### src/rtl/intr_ctrl.sv
// -----------------------------------------------------------------------------
// intr_ctrl
//   Eight-source interrupt controller with fixed priority (bit 0 highest),
//   edge-detected request latching, a mask register and a single-level
//   request/acknowledge/end-of-interrupt handshake with the CPU.
//
// Parameters
//   VBASE        base address of the interrupt vector table
//
// Ports
//   clk_i        rising-edge system clock
//   clrn_i       asynchronous active-low reset
//   irq_i[7:0]   level request lines, synchronous to clk_i
//   inta_i       interrupt acknowledge from the CPU
//   eoi_i        end-of-interrupt pulse from the CPU
//   mask_we_i    mask register write enable
//   mask_wd_i    mask write data (1 masks the source)
//   intr_o       interrupt request to the CPU
//   ivec_o       handler address, VBASE + 4*id
//   id_o         index of the source last acknowledged
//   pending_o    pending register
//   mask_o       mask register
//   busy_o       high while a source is in service
// -----------------------------------------------------------------------------
module intr_ctrl #(
   parameter logic [31:0] VBASE = 32'h0000_0008
) (
   input  logic        clk_i,
   input  logic        clrn_i,
   input  logic [7:0]  irq_i,
   input  logic        inta_i,
   input  logic        eoi_i,
   input  logic        mask_we_i,
   input  logic [7:0]  mask_wd_i,
   output logic        intr_o,
   output logic [31:0] ivec_o,
   output logic [2:0]  id_o,
   output logic [7:0]  pending_o,
   output logic [7:0]  mask_o,
   output logic        busy_o
);

   typedef enum logic [1:0] {
      ST_IDLE    = 2'd0,
      ST_REQ     = 2'd1,
      ST_SERVICE = 2'd2
   } state_t;

   state_t      state_q, state_d;
   logic [7:0]  irq_q;
   logic [7:0]  pending_q, pending_d;
   logic [7:0]  mask_q, mask_d;
   logic [2:0]  id_q, id_d;

   logic [7:0]  rise;
   logic [7:0]  active;
   logic        any_active;
   logic [2:0]  lowest_idx;
   logic        ack;
   logic [7:0]  ack_clr;

   assign rise       = irq_i & ~irq_q;
   assign active     = pending_q & ~mask_q;
   assign any_active = |active;

   // Fixed-priority encoder: scanning downward lets the lowest index win.
   always_comb begin
      lowest_idx = 3'd0;
      for (int i = 7; i >= 0; i--) begin
         if (active[i]) begin
            lowest_idx = 3'(i);
         end
      end
   end

   // An acknowledge only takes effect in REQ while something is still
   // eligible; a request withdrawn by masking beats a simultaneous Inta.
   assign ack     = (state_q == ST_REQ) && inta_i && any_active;
   assign ack_clr = ack ? (8'h01 << lowest_idx) : 8'h00;

   // Clearing first and OR-ing the new edge afterwards makes set win.
   assign pending_d = (pending_q & ~ack_clr) | rise;
   assign mask_d    = mask_we_i ? mask_wd_i : mask_q;
   assign id_d      = ack ? lowest_idx : id_q;

   // State register and datapath registers
   always_ff @(posedge clk_i or negedge clrn_i) begin
      if (!clrn_i) begin
         state_q   <= ST_IDLE;
         irq_q     <= 8'h00;
         pending_q <= 8'h00;
         mask_q    <= 8'hFF;
         id_q      <= 3'd0;
      end else begin
         state_q   <= state_d;
         irq_q     <= irq_i;
         pending_q <= pending_d;
         mask_q    <= mask_d;
         id_q      <= id_d;
      end
   end

   // Next-state logic
   always_comb begin
      state_d = state_q;
      unique case (state_q)
         ST_IDLE: begin
            if (any_active) state_d = ST_REQ;
         end
         ST_REQ: begin
            if (!any_active)  state_d = ST_IDLE;
            else if (inta_i)  state_d = ST_SERVICE;
         end
         ST_SERVICE: begin
            if (eoi_i) state_d = ST_IDLE;
         end
         default: state_d = ST_IDLE;
      endcase
   end

   // Output decode
   always_comb begin
      intr_o = (state_q == ST_REQ);
      busy_o = (state_q == ST_SERVICE);
   end

   assign id_o      = id_q;
   assign ivec_o    = VBASE + {27'd0, id_q, 2'b00};
   assign pending_o = pending_q;
   assign mask_o    = mask_q;

endmodule

### config.mk
export PLATFORM = sky130hd
export DESIGN_NAME = intr_ctrl
export DESIGN_NICKNAME = d
export VERILOG_FILES = /design/src/rtl/intr_ctrl.sv
export SDC_FILE = /design/constraint.sdc
export NUM_CORES = 1
export LEC_CHECK = 0
export CAP_MARGIN = 0
export CORE_MARGIN = 2
export CORE_UTILIZATION = 30
export DETAILED_ROUTE_END_ITERATION = 10
export GPL_TIMING_DRIVEN = 1
export PLACE_DENSITY = 0.65
export SLEW_MARGIN = 5
export SYNTH_ARGS = -nofsm -noshare
export SYNTH_HDL_FRONTEND = slang
export SYNTH_SLANG_ARGS = --single-unit
### constraint.sdc
create_clock -name clk_i -period 1.7 [get_ports clk_i]
set_clock_uncertainty 0.1 [all_clocks]
set_input_delay 0.17 -clock clk_i [delete_from_list [all_inputs] [get_ports clk_i]]
set_output_delay 0.17 -clock clk_i [all_outputs]
set_load 0.005 [all_outputs]
After elaboration in Yosys (flattened, before gate mapping)
Cells that the tools add are included.

word-level totals
  register bits after elaboration = 29
  latch bits = 0
  memory bits (writable) = 0
  bits in read-only memories = 0
  output and inout port bits = 53
  word-level logic and storage cells = 38
  memories = 0

operators by class
  add/subtract/negate cells = 1
  multiply operators = 0
  divide/modulo/power cells = 0
  magnitude comparators = 0
  equal/unequal tests = 5
  shift operators = 1
  muxes and demuxes = 14
  bitwise gates (word level) = 7
  reduce and logical (&&, ||, !) cells = 5

operators by type and width
  cell                   number
  $and A8 B8 Y8          3
  $mux W3                8
  $not A8 Y8             3
  $mux W2                4
  $mux W8                1
  $or A8 B8 Y8           1
  $reduce_or A8 Y1       1
  $shl A1 B3 Y8 const A  1
  $add A4 B5 Y6 const A  1
  $pmux W2 S3            1
  $ne A2 B2 Y1 const B   2
  $ne A3 B3 Y1 const B   1
  $reduce_and A3 Y1      1
  $eq A2 B1 Y1 const B   1
  $eq A2 B2 Y1 const B   1
  $logic_and A1 B1 Y1    2
  $logic_not A2 Y1       1

Depth between registers and ports, before layout
Gate-level depths: netlist of run 1.

  word-level depth = 15
  mapped depth = 6

Least setup slack after synthesis of run 1
No wires, ideal clock.

  path type = register -> register
  start point = register mask_q[0], in the netlist mask_o[0]
  end point = register id_q[0], in the netlist id_o[0]
  arrival time = 1470 ps
  data required time = 1475 ps
  setup slack = 4 ps
  cell stages (with the launch flop) = 6
  buffers on the path = 0
  clock period less this slack = 1696 ps
  cells stage by stage = dfstp_2 > nor2b_4 > nor4_4 > and3_1 > nor2_2 > mux2_4

on the way
  cells in the longest elaborated chain, start to end = 4
  elaborated cells on any way between the ends = 5
  classes of those cells = mux: 1; bitwise: 2; reduce/logical: 2

ends and longest elaborated chain
  element                   RTL line  text
  start: declaration        52        logic [7:0] mask_q, mask_d;
  start signal: assignment  98        mask_q <= mask_d;
  $not A8 Y8 (*)            63        assign active = pending_q & ~mask_q;
  $and A8 B8 Y8 (*)         63
  $reduce_or A8 Y1          64        assign any_active = |active;
  $logic_and A1 B1 Y1       78        assign ack = (state_q == ST_REQ) && inta_i && any_active;
  end signal: assignment    99        id_q <= id_d;
  end: declaration          53        logic [2:0] id_q, id_d;

Every way passes the cells marked *; elsewhere a longest branch is shown, timed or not.
A chain may end at the register's enable or synchronous reset.

Worst setup path after layout of run 1
Ends and elaborated chain as after synthesis.

==> results.sh, run 1 <==
export IMPL_drc=0
export IMPL_antennaDiodeCount=0
export IMPL_stdcell_count=272
export IMPL_cp_top_family="simple AND/OR/NAND/NOR gates"
export IMPL_cts_buffers=5
export IMPL_wl_mm=3.01
export IMPL_regArea_um2=736
export IMPL_power_share_sequential_pct=38.3
export IMPL_ios=74
export IMPL_syn_area_mm2=0.00147
export IMPL_drt_pre_antenna_iters=4
export IMPL_slowest_delay_ns=0.56
export IMPL_synth_seq_area_share_pct=50.1
export IMPL_clock_root_buffer="clkbuf_8"
export IMPL_rsz0062_at_grt="true"
export IMPL_synth_seq_cells=29
export IMPL_required_ns=1.76
export IMPL_cts_hold_buf=0
export IMPL_hold_violations=0
export IMPL_routabilityCongestion=0.776
export IMPL_clk_pin_slew_ns=0.06
export IMPL_dp_cells=261
export IMPL_peakVddDrop_mv=0.466
export IMPL_final_setup_worst_slack_ns=-0.0489
export IMPL_layout_worst_path_cycle_share_pct=103
export IMPL_min_path_type="input port to async pin"
export IMPL_grt_use_total_pct=12.1
export IMPL_die_x_um=74.0
export IMPL_internal_power_uw=1730
export IMPL_synth_xor_area_share_pct=0
export IMPL_crit_buf_inv=0
export IMPL_layout_common_cells="40 x clkdlybuf4s50_1, 28 x conb_1, 21 x dfrtp_1"
export IMPL_path_cells="nor2b_4 > nor4_4 > and3_4 > nor2_2 > mux2_4"
export IMPL_start_util_pct=31.1
export IMPL_final_nets=226
export IMPL_grt_max_degree=30
export IMPL_rows=25
export IMPL_grt_pass1_wl_mm=4.95
export IMPL_synth_cell_types=31
export IMPL_routed_via_count=1084
export IMPL_p_switching_uw=692
export IMPL_multi_input_area_um2=591
export IMPL_cts_path_max_buffers=2
export IMPL_violations="negative setup slack"
export IMPL_power_density_mw_per_mm2=1140
export IMPL_final_area_mm2=0.00212
export IMPL_fmax_mhz=572
export IMPL_ctsHtreeMaxLevel=2
export IMPL_synth_top_family_by_area="buffers and inverters"
export IMPL_antenna_found_initial=0
export IMPL_power_uw=2430
export IMPL_combPwrFrac_pct=36.1
export IMPL_drtIter0Drc=11
export IMPL_num_fill_cells=459
export IMPL_cts_tree="yes"
export IMPL_preCtsSetupSlack_ns=-0.0329
export IMPL_clockPowerShare_pct=25.5
export IMPL_path_class="flop to flop"
export IMPL_synth_mux_area_share_pct=5.62
export IMPL_syn_to_final_growth_pct=44.4
export IMPL_final_antenna_net_count=0
export IMPL_netlist_area_leader_share_pct=35.8
export IMPL_gr_total_overflow=0
export IMPL_yosysTopAreaCell="dfrtp_1"
export IMPL_arrival_ns=1.81
export IMPL_period_minus_slack_ns=1.75
export IMPL_place_port_buffers=45
export IMPL_wl_per_cell_um=11.1
export IMPL_cp_start_kind="flop"
export IMPL_setup_viol=1
export IMPL_setup_tns_ns=-0.0489
export IMPL_syn_area_per_cell_um2=10.4
export IMPL_clk_latency_ns=0.28
export IMPL_status="finished with violations"
export IMPL_p_sw_share_pct=28.5
export IMPL_synthAdderAreaFrac_pct=0.852
export IMPL_cap_violations=0
export IMPL_syn_inst=141
export IMPL_drive_above_1_share_pct=23.9
export IMPL_maxSlewViolCount=0
export IMPL_synth_compound_area_share_pct=11.4
export IMPL_coreArea_mm2=0.00472
export IMPL_p_leak_uw=0.000988
export IMPL_grt_pass1_vias=1068
export IMPL_dp_hpwl_mm=2.23
export IMPL_postPlaceCellArea_mm2=0.00197
export IMPL_end_kind="flop"
export IMPL_slowest_stage="dfstp_2"
export IMPL_die_height_um=74.0
export IMPL_path_max_fanout=4
export IMPL_synth_simple_area_share_pct=13.1
export IMPL_clock_sinks=29
export IMPL_synthTopCellsByArea="dfrtp_1 36%, buf_4 15%, dfstp_2 14%"
export IMPL_via_per_inst=3.99
export IMPL_final_common_cell="clkdlybuf4s50_1"
export IMPL_dieArea_mm2=0.00547
export IMPL_yosys_warnings=0
==> per-layer routing <==
layer  track usage (%)  up-vias  wire, um  part of all wire (%)
li1                  -      536         -                     -
met4              4.24        0        28                  0.93
met2              18.6       45      1430                    47
met5                 0        -         0                     0
met1              15.3      498      1300                    43
met3              5.28        5       256                   8.5
==> cells in the mapped netlist <==
cell	count
a211oi_1	1
a21o_1	2
a21oi_1	6
a22o_1	1
and3_1	1
and3b_1	1
buf_4	30
clkbuf_1	1
conb_1	1
dfrtp_1	21
dfstp_2	8
ha_1	1
inv_1	12
mux2_2	6
mux2_4	1
nand2_1	6
nand2b_1	4
nand3_1	1
nand4b_1	1
nor2_1	6
nor2_2	1
nor2b_1	6
nor2b_2	1
nor2b_4	1
nor4_4	1
o211ai_1	1
o21ai_0	9
o21ai_1	6
o22a_1	1
o31ai_1	2
or2_0	1
==> cell families (layout without fill, tap and decap cells) <==
logic type | after synthesis | after routing
buffers and inverters | 43 | 80
and+or+nand+nor | 31 | 31
AOI/OAI and AO/OA | 29 | 29
DFF | 29 | 29
muxes | 7 | 7
adders and majority gates | 1 | 1
other | 1 | 28
==> what timing repair did <==
action / CTS / global route
setup endpoints to repair: 3 / 9
resized for setup: 5 / 8
pin swaps: 2 / 5
setup buffers: 2 / 1
==> area by class of cell <==
cell class	instances	share of cell area, %
flip-flops and latches	29	34.7
multi-input cells	96	27.8
repair buffers	60	26.6
clock buffers	7	4.54
well taps	67	3.95
inverters	12	2.12
clock inverters	1	0.236
==> final timing paths <==
| path | slack [ns] | cells after the start | start | end |
|---|---|---|---|---|
| max | -0.05 | 5 | mask_o[0]$_DFFE_PN1P_ | id_o[0]$_DFFE_PN0P_ |
| min | 0.17 | 2 | clrn_i | state_q[1]$_DFFE_PN0P_ |
| max reg2reg | -0.05 | 5 | mask_o[0]$_DFFE_PN1P_ | id_o[0]$_DFFE_PN0P_ |
| min reg2reg | 0.31 | 1 | irq_q[5]$_DFF_PN0_ | pending_o[5]$_DFF_PN0_ |
| max in group asynchronous | 1.01 | 2 | clrn_i | mask_o[3]$_DFFE_PN1P_ |
| min in group clk_i | 0.25 | 1 | irq_i[0] | irq_q[0]$_DFF_PN0_ |
==> sequential cells by signal (all words and copies together), names as in the netlist <==
| register | count |
|---|---|
| mask_o | 8 |
| pending_o | 8 |
| state_q | 2 |
| irq_q | 8 |
| id_o | 3 |
==> power by group through the flow <==
stage / registers (uW) / clock network, uW / logic [uW]
3_3_place_gp: 937 / 0 / 858
5_1_grt: 953 / 673 / 970
4_1_cts: 930 / 642 / 860
2_1_floorplan: 930 / 0 / 415
6_report: 930 / 619 / 877
3_5_place_dp: 942 / 0 / 866
==> through the flow <==
| step | hold slack, ns | utilization, % |
|---|---|---|
| floorplan | -0.226 | - |
| global placement | 0.296 | 41.6 |
| detailed placement | 0.306 | 41.6 |
| CTS | 0.182 | 44.2 |
| global route | 0.206 | 44.9 |
| finish | 0.170 | 44.9 |
No activity file was read; power rests on OpenSTA's default activity.
==> inputs of run 2 (changes only) <==
CORE_ASPECT_RATIO = 1.4   (was unset)
==> run 2 against run 1 <==
  * The run now ends clean
  * Via count is 1.8% higher
  * Design area is 2.2% lower
  * Clock-buffer cell count is 1 higher
  * Non-clock buffer count is 1 lower
==> results.sh, run 2 (synthesized netlist as in run 1, its figures left out) <==
export IMPL_end_kind="flop"
export IMPL_status="finished clean"
export IMPL_drtIter0Drc=12
export IMPL_period_minus_slack_ns=1.69
export IMPL_fmax_mhz=593
export IMPL_place_port_buffers=45
export IMPL_stdcell_count=268
export IMPL_dieArea_mm2=0.00548
export IMPL_die_x_um=63.1
export IMPL_drt_pre_antenna_iters=4
export IMPL_grt_pass1_wl_mm=5.02
export IMPL_cap_violations=0
export IMPL_r2r_end="pending_o[6]$_DFF_PN0_"
export IMPL_p_leak_uw=0.000962
export IMPL_ctsHtreeMaxLevel=2
export IMPL_cp_start_kind="flop"
export IMPL_num_fill_cells=480
export IMPL_dp_hpwl_mm=2.46
export IMPL_crit_buf_inv=1
export IMPL_routed_via_count=1103
export IMPL_clk_latency_ns=0.28
export IMPL_layout_worst_path_cycle_share_pct=99.1
export IMPL_p_switching_uw=685
export IMPL_antenna_found_initial=0
export IMPL_syn_to_final_growth_pct=41.2
export IMPL_grt_use_total_pct=12.0
export IMPL_path_class="flop to flop"
export IMPL_final_setup_worst_slack_ns=0.0149
export IMPL_clock_sinks=29
export IMPL_start_util_pct=30.8
export IMPL_final_nets=225
export IMPL_slowest_delay_ns=0.55
export IMPL_path_cells="nor2b_4 > nor4_4 > buf_4 > nand4b_1 > nand2b_4 > a22o_1"
export IMPL_grt_max_degree=30
export IMPL_die_height_um=86.8
export IMPL_reg2reg_from="mask_o[1]$_DFFE_PN1P_"
export IMPL_routabilityCongestion=0.871
export IMPL_cts_buffers=5
export IMPL_p_sw_share_pct=28.9
export IMPL_final_antenna_net_count=0
export IMPL_wl_mm=3.11
export IMPL_cts_tree="yes"
export IMPL_min_path_type="input port to async pin"
export IMPL_via_per_inst=4.12
export IMPL_regArea_um2=736
export IMPL_wl_per_cell_um=11.6
export IMPL_power_density_mw_per_mm2=1140
export IMPL_dp_cells=256
export IMPL_power_share_sequential_pct=38.8
export IMPL_clk_pin_slew_ns=0.06
export IMPL_path_max_fanout=3
export IMPL_required_ns=1.77
export IMPL_rows=30
export IMPL_antennaDiodeCount=0
export IMPL_layout_common_cells="42 x clkdlybuf4s50_1, 28 x conb_1, 21 x dfrtp_1"
export IMPL_maxSlewViolCount=0
export IMPL_cts_path_max_buffers=2
export IMPL_final_util_pct=43.5
export IMPL_drc=0
export IMPL_power_uw=2370
export IMPL_rsz0062_at_grt="true"
export IMPL_ios=74
export IMPL_cts_hold_buf=0
export IMPL_final_common_cell="clkdlybuf4s50_1"
export IMPL_multi_input_area_um2=578
export IMPL_clockPowerShare_pct=22.0
export IMPL_clock_root_buffer="clkbuf_8"
export IMPL_coreArea_mm2=0.00477
export IMPL_drive_above_1_share_pct=20.1
export IMPL_gr_total_overflow=0
export IMPL_holdWs_ns=0.184
export IMPL_slowest_stage="dfstp_2"
export IMPL_hold_violations=0
export IMPL_cp_top_family="simple AND/OR/NAND/NOR gates"
export IMPL_setup_viol=0
export IMPL_combPwrFrac_pct=39.2
export IMPL_rrSetupSlack_ns=0.01
export IMPL_r2r_cells=6
export IMPL_internal_power_uw=1680
export IMPL_peakVddDrop_mv=0.460
export IMPL_preCtsSetupSlack_ns=0.0125
export IMPL_arrival_ns=1.75
export IMPL_grt_pass1_vias=1066
[run 2: changes by cell type in the layout (fill, tap and decap cells not counted), moves of 2 or more]
cell	change
clkbuf_8	-2
nor2b_2	-2
clkbuf_1	+3
clkdlybuf4s50_1	+2
[run 2: power by group through the flow]
| stage | Combinational [uW] | Clock, uW | Sequential, uW |
|---|---|---|---|
| global placement | 856 | 0 | 938 |
| floorplan | 415 | 0 | 930 |
| global route | 1020 | 571 | 940 |
| finish | 928 | 522 | 918 |
| CTS | 910 | 539 | 921 |
| detailed placement | 871 | 0 | 943 |
[run 2: what timing repair did]
action,CTS,global route
resized for setup,3,5
pin swaps,0,1
setup buffers,2,2
setup endpoints to repair,3,5
endpoints found under the hold margin,0,0
[run 2: stage by stage]
stage	cell area, um^2	setup TNS [ns]
global placement	1950	0
floorplan	1570	0
CTS	2040	0
global route	2070	-0.141
finish	2070	0
detailed placement	1950	0
[run 2: cell type report]
| class | count | share of cell area (%) |
|---|---|---|
| sequential | 29 | 35.5 |
| multi-input combinational | 96 | 27.9 |
| timing repair buffer | 59 | 26.8 |
| clock buffer | 8 | 3.86 |
| tap | 64 | 3.86 |
| inverter | 12 | 2.17 |
[run 2: worst max path at each step]
stage	startpoint	endpoint	slack, ns	depth (start not counted)
after global routing	mask_o[1]$_DFFE_PN1P_	pending_o[6]$_DFF_PN0_	-0.07	6
after CTS	mask_o[0]$_DFFE_PN1P_	pending_o[6]$_DFF_PN0_	0.0007	6
after floorplan	mask_o[0]$_DFFE_PN1P_	id_o[0]$_DFFE_PN0P_	0.004	5
after global placement	inta_i	id_o[0]$_DFFE_PN0P_	0.04	5
final	mask_o[1]$_DFFE_PN1P_	pending_o[6]$_DFF_PN0_	0.01	6
after detailed placement	mask_o[0]$_DFFE_PN1P_	pending_o[6]$_DFF_PN0_	0.01	6
[run 2: worst reg2reg max path: stages, from the launching register on]
cell,delay (ns)
dfstp_2,0.55
nor2b_4,0.05
nor4_4,0.27
buf_4,0.16
nand4b_1,0.12
nand2b_4,0.16
a22o_1,0.17
[run 2: metal layers]
layer  vias to the layer above  global-route usage [%]  wire length (um)
li1                        536                       -                 -
met5                         -                       0                 0
met2                        45                    20.6              1630
met1                       516                    12.8              1170
met3                         6                    5.06               246
met4                         0                    5.45                55
==> inputs of run 3 (changes only) <==
--- a/constraint.sdc
+++ b/constraint.sdc
@@ -3,3 +3,3 @@
 set_input_delay 0.17 -clock clk_i [delete_from_list [all_inputs] [get_ports clk_i]]
 set_output_delay 0.17 -clock clk_i [all_outputs]
-set_load 0.005 [all_outputs]
+set_load 0.01 [all_outputs]
==> run 3 against run 2 <==
  * Clock-buffer cell count is the same
  * Design area grew 0.24%
  * Worst setup slack worse by 0.0041 ns
  * Via count rose by 1.5%
  * Global-route usage down 0.42 points
  * Clock power barely moved
  * Critical path depth did not move
  * Combinational power grew 2.8%
  * Non-clock buffer count is 2 higher
  * Core utilization rose by 0.10 points
  * Fmax is 0.24% lower
  * Critical endpoint unchanged
  * Largest power group unchanged
==> results.sh, run 3 (synthesized netlist as in run 1, its figures left out) <==
export IMPL_status="finished clean"
export IMPL_cts_buffers=5
export IMPL_rows=30
export IMPL_preCtsSetupSlack_ns=-0.00461
export IMPL_antenna_found_initial=0
export IMPL_cts_path_max_buffers=2
export IMPL_final_nets=227
export IMPL_r2r_cells=6
export IMPL_coreArea_mm2=0.00477
export IMPL_rrSetupSlack_ns=0.01
export IMPL_die_x_um=63.1
export IMPL_layout_worst_path_cycle_share_pct=99.4
export IMPL_path_max_fanout=3
export IMPL_final_antenna_net_count=0
export IMPL_rsz0062_at_grt="true"
export IMPL_setup_viol=0
export IMPL_min_path_type="input port to async pin"
export IMPL_drc=0
export IMPL_crit_buf_inv=1
export IMPL_fmax_mhz=592
export IMPL_ios=74
export IMPL_num_fill_cells=483
export IMPL_cts_tree="yes"
export IMPL_maxSlewViolCount=0
export IMPL_place_port_buffers=45
export IMPL_end_kind="flop"
export IMPL_die_height_um=86.8
export IMPL_wl_mm=2.95
export IMPL_antennaDiodeCount=0
export IMPL_power_uw=2400
export IMPL_clk_pin_slew_ns=0.06
export IMPL_final_setup_worst_slack_ns=0.0109
export IMPL_grt_max_degree=30
export IMPL_clk_latency_ns=0.28
export IMPL_cap_violations=0
export IMPL_power_density_mw_per_mm2=1160
export IMPL_final_common_cell="clkdlybuf4s50_1"
export IMPL_clock_sinks=29
export IMPL_dieArea_mm2=0.00548
export IMPL_routabilityCongestion=0.781
export IMPL_required_ns=1.77
export IMPL_peakVddDrop_mv=0.547
export IMPL_dp_hpwl_mm=2.34
export IMPL_syn_to_final_growth_pct=41.6
export IMPL_grt_pass1_vias=1107
export IMPL_p_leak_uw=0.000959
export IMPL_via_per_inst=4.14
export IMPL_clock_root_buffer="clkbuf_8"
export IMPL_gr_total_overflow=0
export IMPL_hold_violations=0
export IMPL_holdWs_ns=0.164
export IMPL_ctsHtreeMaxLevel=2
export IMPL_drtIter0Drc=15
export IMPL_cp_top_family="simple AND/OR/NAND/NOR gates"
export IMPL_path_cells="nor2b_1 > nor4_4 > buf_4 > nand4b_1 > nand2b_4 > a22o_1"
export IMPL_grt_pass1_wl_mm=4.83
export IMPL_drive_above_1_share_pct=20.9
export IMPL_r2r_end="pending_o[6]$_DFF_PN0_"
export IMPL_slowest_delay_ns=0.52
export IMPL_grt_use_total_pct=11.6
export IMPL_cp_start_kind="flop"
export IMPL_wl_per_cell_um=10.9
export IMPL_reg2reg_from="mask_o[1]$_DFFE_PN1P_"
export IMPL_layout_common_cells="41 x clkdlybuf4s50_1, 28 x conb_1, 21 x dfrtp_1"
export IMPL_start_util_pct=30.8
export IMPL_drt_pre_antenna_iters=4
export IMPL_setup_tns_ns=0
export IMPL_arrival_ns=1.76
export IMPL_routed_via_count=1119
export IMPL_path_depth=6
export IMPL_path_class="flop to flop"
export IMPL_slowest_stage="dfstp_2"
export IMPL_period_minus_slack_ns=1.69
## run 3: metrics by stage
| stage | util (%) | instance area, um^2 | cells |
|---|---|---|---|
| 6_report | 43.6 | 2080 | 270 |
| 2_1_floorplan | - | 1570 | 168 |
| 4_1_cts | 43.3 | 2060 | 269 |
| 3_3_place_gp | 41.2 | 1960 | 258 |
| 3_5_place_dp | 41.2 | 1960 | 258 |
| 5_1_grt | 43.6 | 2080 | 270 |
## run 3: how the worst max path moves through the flow
stage | end | start
finish | pending_o[6]$_DFF_PN0_ | mask_o[1]$_DFFE_PN1P_
global route | pending_o[6]$_DFF_PN0_ | mask_o[3]$_DFFE_PN1P_
CTS | pending_o[6]$_DFF_PN0_ | mask_o[0]$_DFFE_PN1P_
detailed placement | pending_o[6]$_DFF_PN0_ | mask_o[1]$_DFFE_PN1P_
global placement | id_o[0]$_DFFE_PN0P_ | inta_i
floorplan | id_o[0]$_DFFE_PN0P_ | mask_o[3]$_DFFE_PN1P_
## run 3: final cells by class
type | count | area, um^2 | share of cell area, %
sequential | 29 | 736 | 35.4
inverter | 12 | 45.0 | 2.17
clock buffer | 8 | 80.1 | 3.85
multi-input combinational | 96 | 573 | 27.6
tap | 64 | 80.1 | 3.85
timing repair buffer | 61 | 566 | 27.2
## run 3: worst register-to-register path: cells and delay by family (launching register included)
family / cells / cell delay (ns)
AND/OR/NAND/NOR: 4 / 0.63
flip-flops: 1 / 0.52
AO/OA/AOI/OAI: 1 / 0.17
buffers and inverters: 1 / 0.16
## run 3: metal layers
layer | share of wire, % | track usage, %
met4 | 2.2 | 6.06
met1 | 38 | 12.4
met5 | 0 | 0
met2 | 53 | 20.1
met3 | 7.1 | 4.03
## run 3: timing repair
action	4_1_cts	5_1_grt
hold buffers	0	0
pin swaps	1	2
buffers inserted	3	1
gates resized for setup	4	2
setup endpoints to repair	5	5
## run 3: power breakdown
part           internal [uW]  total [uW]  switching [uW]  leakage, uW
sequential               826         926            99.7     0.000311
clock                    290         525             236    0.0000395
combinational            540         954             413     0.000608
total                   1660        2400             749     0.000959
